`src/rtl/symbol_pingpong_buffer_pkg.sv`:
```
// rtl/symbol_pingpong_buffer_pkg.sv - shared OFDM symbol constants and index helpers
package symbol_pingpong_buffer_pkg;

   localparam int SYM_N_SUB = 64;
   localparam int SYM_IDX_W = $clog2(SYM_N_SUB);

   // Reverses the low w bits of v; bits above w come back as zero.
   function automatic logic [31:0] bit_rev(input logic [31:0] v, input int w);
      logic [31:0] r;
      logic [31:0] t;
      r = '0;
      t = v;
      for (int i = 0; i < 32; i++) begin
         if (i < w) begin
            r = {r[30:0], t[0]};
            t = t >> 1;
         end
      end
      return r;
   endfunction

endpackage

```
`src/rtl/sym_bank_ram.sv`:
```
// rtl/sym_bank_ram.sv - one symbol bank: register array, single write port, async read
module sym_bank_ram #(
   parameter int DATA_W = 8,
   parameter int N_SUB  = 64,
   localparam int AW    = $clog2(N_SUB)
) (
   input  logic                clk,
   input  logic                we,
   input  logic [AW-1:0]       waddr,
   input  logic [2*DATA_W-1:0] wdata,
   input  logic [AW-1:0]       raddr,
   output logic [2*DATA_W-1:0] rdata
);

   logic [2*DATA_W-1:0] mem [N_SUB];

   always_ff @(posedge clk) begin
      if (we) mem[waddr] <= wdata;
   end

   assign rdata = mem[raddr];

endmodule

```
`src/rtl/symbol_pingpong_buffer.sv`:
```
// rtl/symbol_pingpong_buffer.sv - two-bank OFDM symbol ping-pong buffer with index checker
module symbol_pingpong_buffer
   import symbol_pingpong_buffer_pkg::*;
#(
   parameter int DATA_W      = 8,
   parameter int N_SUB       = SYM_N_SUB,
   parameter int BIT_REVERSE = 0,
   parameter int CHECK_SEQ   = 1,
   localparam int IDX_W      = $clog2(N_SUB)
) (
   input  logic              clk,
   input  logic              reset,
   input  logic              in_valid,
   output logic              in_ready,
   input  logic [DATA_W-1:0] in_re,
   input  logic [DATA_W-1:0] in_im,
   output logic              out_valid,
   input  logic              out_ready,
   output logic [DATA_W-1:0] out_re,
   output logic [DATA_W-1:0] out_im,
   output logic [IDX_W-1:0]  out_idx,
   output logic              out_last,
   output logic              err_seq,
   output logic [7:0]        err_cnt
);

   localparam logic [IDX_W-1:0] LAST_IDX = IDX_W'(N_SUB - 1);

   logic [1:0]          full;
   logic                wr_sel;
   logic                rd_sel;
   logic [IDX_W-1:0]    wr_ptr;
   logic [IDX_W-1:0]    rd_ptr;
   logic                wr_fire;
   logic                wr_last;
   logic                rd_fire;
   logic                rd_last;
   logic [2*DATA_W-1:0] bank_rdata [2];
   logic [2*DATA_W-1:0] rd_word;

   assign in_ready  = !full[wr_sel];
   assign out_valid = full[rd_sel];
   assign wr_fire   = in_valid && in_ready;
   assign wr_last   = wr_fire && (wr_ptr == LAST_IDX);
   assign rd_fire   = out_valid && out_ready;
   assign out_last  = out_valid && (rd_ptr == LAST_IDX);
   assign rd_last   = rd_fire && (rd_ptr == LAST_IDX);

   // A bank being filled is never full and the bank being drained always is,
   // so the set and the clear below can never land on the same bit.
   always_ff @(posedge clk or negedge reset) begin
      if (!reset) begin
         full   <= 2'b00;
         wr_sel <= 1'b0;
         rd_sel <= 1'b0;
         wr_ptr <= '0;
         rd_ptr <= '0;
      end else begin
         if (wr_fire) wr_ptr <= wr_last ? '0 : wr_ptr + 1'b1;
         if (rd_fire) rd_ptr <= rd_last ? '0 : rd_ptr + 1'b1;
         if (wr_last) begin
            full[wr_sel] <= 1'b1;
            wr_sel       <= ~wr_sel;
         end
         if (rd_last) begin
            full[rd_sel] <= 1'b0;
            rd_sel       <= ~rd_sel;
         end
      end
   end

   generate
      if (BIT_REVERSE != 0) begin : g_idx_rev
         assign out_idx = IDX_W'(bit_rev(32'(rd_ptr), IDX_W));
      end else begin : g_idx_lin
         assign out_idx = rd_ptr;
      end
   endgenerate

   for (genvar b = 0; b < 2; b++) begin : g_bank
      sym_bank_ram #(
         .DATA_W(DATA_W),
         .N_SUB (N_SUB)
      ) u_ram (
         .clk  (clk),
         .we   (wr_fire && (wr_sel == 1'(b))),
         .waddr(wr_ptr),
         .wdata({in_re, in_im}),
         .raddr(out_idx),
         .rdata(bank_rdata[b])
      );
   end

   assign rd_word = bank_rdata[rd_sel];
   assign out_re  = rd_word[2*DATA_W-1:DATA_W];
   assign out_im  = rd_word[DATA_W-1:0];

   generate
      if (CHECK_SEQ != 0) begin : g_check
         logic [IDX_W-1:0] exp_im;
         logic             seq_bad;

         // Expected test pattern: re counts up with the slot, im counts down.
         assign exp_im  = LAST_IDX - wr_ptr;
         assign seq_bad = (in_re != DATA_W'(wr_ptr)) || (in_im != DATA_W'(exp_im));

         always_ff @(posedge clk or negedge reset) begin
            if (!reset) begin
               err_seq <= 1'b0;
               err_cnt <= 8'd0;
            end else begin
               err_seq <= wr_fire && seq_bad;
               if (wr_fire && seq_bad && (err_cnt != 8'hFF)) err_cnt <= err_cnt + 8'd1;
            end
         end
      end else begin : g_no_check
         assign err_seq = 1'b0;
         assign err_cnt = 8'd0;
      end
   endgenerate

endmodule

```
`config.mk`:
```
export PLATFORM = sky130hd
export DESIGN_NAME = symbol_pingpong_buffer
export DESIGN_NICKNAME = d
export VERILOG_FILES = /design/src/rtl/symbol_pingpong_buffer_pkg.sv /design/src/rtl/sym_bank_ram.sv /design/src/rtl/symbol_pingpong_buffer.sv
export SDC_FILE = /design/constraint.sdc
export NUM_CORES = 2
export LEC_CHECK = 0
export BUFFER_PORTS_ARGS = -buffer_cell sky130_fd_sc_hd__buf_2
export CORE_ASPECT_RATIO = 1.25
export CORE_UTILIZATION = 57
export DETAILED_ROUTE_END_ITERATION = 8
export PLACE_DENSITY_LB_ADDON = 0.15
export SLEW_MARGIN = 10
export SYNTH_ARGS = -nofsm -noshare
export SYNTH_HDL_FRONTEND = slang
export SYNTH_SLANG_ARGS = --single-unit
```
`constraint.sdc`:
```
create_clock -name clk -period 3.21 [get_ports clk]
set_input_delay 0.4815 -clock clk [delete_from_list [all_inputs] [get_ports clk]]
set_output_delay 0.4815 -clock clk [all_outputs]
set_load 0.02 [all_outputs]
```
==> metrics.cfg <==
[critical_path]
crit_arrival_ps = 3670
worstSetupPathType = flop to output port
end_kind = output port
cp_max_fo = 8
crit_required_ps = 2730
startpoint_type = flop

[die]
start_util_pct = 57.34
io_pins = 54
core_area_sq_um = 140900
num_rows = 154
die_area_sq_um = 143200
die_h_um = 422.9
fp.dieW_um = 338.7

[layout]
final_common_cell = edfxtp_1
final_util_pct = 68.93
layout.nets = 4713
n_fill_cell = 8751
drive_gt1_share_pct = 35.41
final_cell_mix = edfxtp_1, buf_4, mux4_2, mux2i_1, clkbuf_16
area_growth_pct = 20.21

[power_and_ir_drop]
ir_drop_v = 0.0006549
sequentialPowerShare_pct = 47.8
power.leakage_uw = 0.03143
p_int_uw = 47920
power_frac_comb_pct = 17.0
p_per_area_nw_per_um2 = 656.0
netSwitchingPower_uw = 15770
p_sw_share_pct = 24.76
clock_power_share_pct = 35.3

[sta]
rsz0062_at_grt = yes
setup_viol = 22
fin_worst_skew_ps = 23.78
max_freq_ghz = 0.2407
hold_viol_final = 0
worst_slack_ps = -944.7
min_period_ps = 4155
tns_ps = -14130
max_slew_margin_pct = 23.46
final-max-slew-violation-count = 0
tightest_slew_ps = 1148
post-route-period-util_pct = 129.4

[worst_hold_path]
hold_path.class = input port to flop

[global_route]
antenna_found_initial = 7
grt_max_degree = 129
overflow = 0
grt_pass1_wl_um = 313500
grt_pass1_vias = 43000
track_usage_pct = 31.26

[place]
port_buffers = 53
gp_congestion = 0.8821
dp_hpwl_um = 138400

[clock_tree]
h-tree-depth = 4
cts.sinks = 2073
insertion_delay_ps = 850
clkTransAtPathRegs_ps = 60
cts_root_buffer = clkbuf_16
cts_buffers = 192
clk_path_buf_depth = 3
cts_tree = done

[synthesis]
synth_area_sq_um = 80760
synth.avg_cell_area_sq_um = 20.62
yosysWarningCount = 0
synth_cells = 3916
synth_seq_area_share_pct = 76.92
syn-num-nets = 3939
ys.flop_type = edfxtp_1
synth_edf_count = 2048
synth_cell_types = 68
async_reset_ff_share_pct = 1.206
synth_seq_cells = 2073

[outcome]
status = finished, violations left
violations = setup timing

[job]
drv_cap = 0

[drt]
viasPerCell = 6.479
wl_per_cell_um = 33.22
vias = 43550
routed_wl_um = 223300
ant_nets = 0
drt_drc_violations_left = 0
dr.first_iter.drc_count = 5153
dr.pass1.iters = 6

-- path summary, 6_finish.rpt --
check,cells after the start,end,from,slack [ps]
min in group asynchronous,2,err_cnt[5],reset,220
min reg2reg,1,err_cnt[5],err_cnt[5],500
min,4,wr_ptr[1],in_valid,130
max,9,out_im[4],out_idx[2],-940
max reg2reg,21,full[0],out_idx[2],-80
max in group asynchronous,2,out_idx[4],reset,2410
-- power groups by stage --
stage	Sequential [uW]	Clock [uW]	Combinational, uW
6_report	30400	22500	10800
5_1_grt	30400	23600	11200
4_1_cts	30400	22600	10300
3_5_place_dp	31000	0	9070
3_3_place_gp	31000	0	9000
2_1_floorplan	30900	0	5040
-- cells by family (layout without fill, tap and decap cells) --
family | after synthesis | after routing | synth area share, %
xor+xnor | 14 | 14 | 0.1518
compound gates | 387 | 387 | 3.308
simple gates | 428 | 428 | 2.423
flops | 2073 | 2073 | 76.92
mux | 772 | 772 | 15.32
other cells | 0 | 4 | 0
fa+ha+maj | 3 | 3 | 0.04648
buf+inv | 239 | 1169 | 1.831
-- flip-flops by register name, summed over array words and instances (netlist names) --
signal and count:
rd_sel 1, out_idx 6, g_bank.u_ram.mem 2048, err_seq 1, full 2, wr_ptr 6
err_cnt 8, wr_sel 1
-- cell type report --
type / instances / area [sq um] / share of cell area (%)
diodes: 4 / 10.01 / 0.01031
clock buffers: 243 / 5124 / 5.277
clock inverters: 107 / 1020 / 1.050
inverters: 3 / 13.76 / 0.01418
multi-input cells: 1604 / 18550 / 19.11
flip-flops and latches: 2073 / 62140 / 64.01
well taps: 1872 / 2342 / 2.412
repair buffers: 816 / 7886 / 8.123
-- worst max-delay path: stages (launching register included) --
cell	delay, ps
dfrtp_4	510
buf_4	210
or3b_2	520
buf_4	200
o221ai_2	190
a211oi_2	110
a211oi_4	460
or3_4	250
o31a_1	220
buf_6	140
-- cells in the mapped netlist (47+ instances only) --
| cell type | count | area (sq um) |
|---|---|---|
| edfxtp_1 | 2048 | 61500 |
| mux2i_1 | 392 | 3924 |
| mux4_2 | 369 | 8310 |
| nor2_1 | 180 | 675.7 |
| nand2_1 | 103 | 386.6 |
| clkbuf_1 | 77 | 289.0 |
| a21oi_1 | 74 | 370.4 |
| a22oi_1 | 70 | 525.5 |
| buf_4 | 62 | 465.5 |
| buf_2 | 58 | 290.3 |
| nand3_1 | 50 | 250.2 |
| o21ai_0 | 47 | 235.2 |
-- per-stage QoR --
| step | total power (uW) | setup slack, ps | area [sq um] | hold WS (ps) | std cells |
|---|---|---|---|---|---|
| 6_report | 63690 | -944.7 | 97090 | 128.1 | 6722 |
| 2_1_floorplan | 35980 | 149.9 | 80770 | 185.9 | 3916 |
| 4_1_cts | 63360 | -951.6 | 96230 | 74.45 | 6674 |
| 5_1_grt | 65260 | -980.4 | 97090 | 95.26 | 6720 |
| 3_3_place_gp | 39980 | -677.8 | 87750 | 471.2 | 6238 |
| 3_5_place_dp | 40080 | -637.8 | 87750 | 484.5 | 6238 |
-- layer usage --
metal  vias up  track usage (%)  wire, um
li1      17770                -         -
met1     22910            42.57     83450
met2      2371            50.20    108300
met3       502            5.348     20720
met4         4            13.91     10850
met5         -                0        23
-- repair_timing --
action                                 in CTS  in global routing
pin swaps                                  63                 55
setup endpoints to repair                  17                 22
gates cloned                               10                  8
hold buffers                                1                  0
gates resized for setup                   295                100
buffers inserted                           83                 52
endpoints found under the hold margin      25                  0
Note: power is estimated with default switching activity, not from simulation.
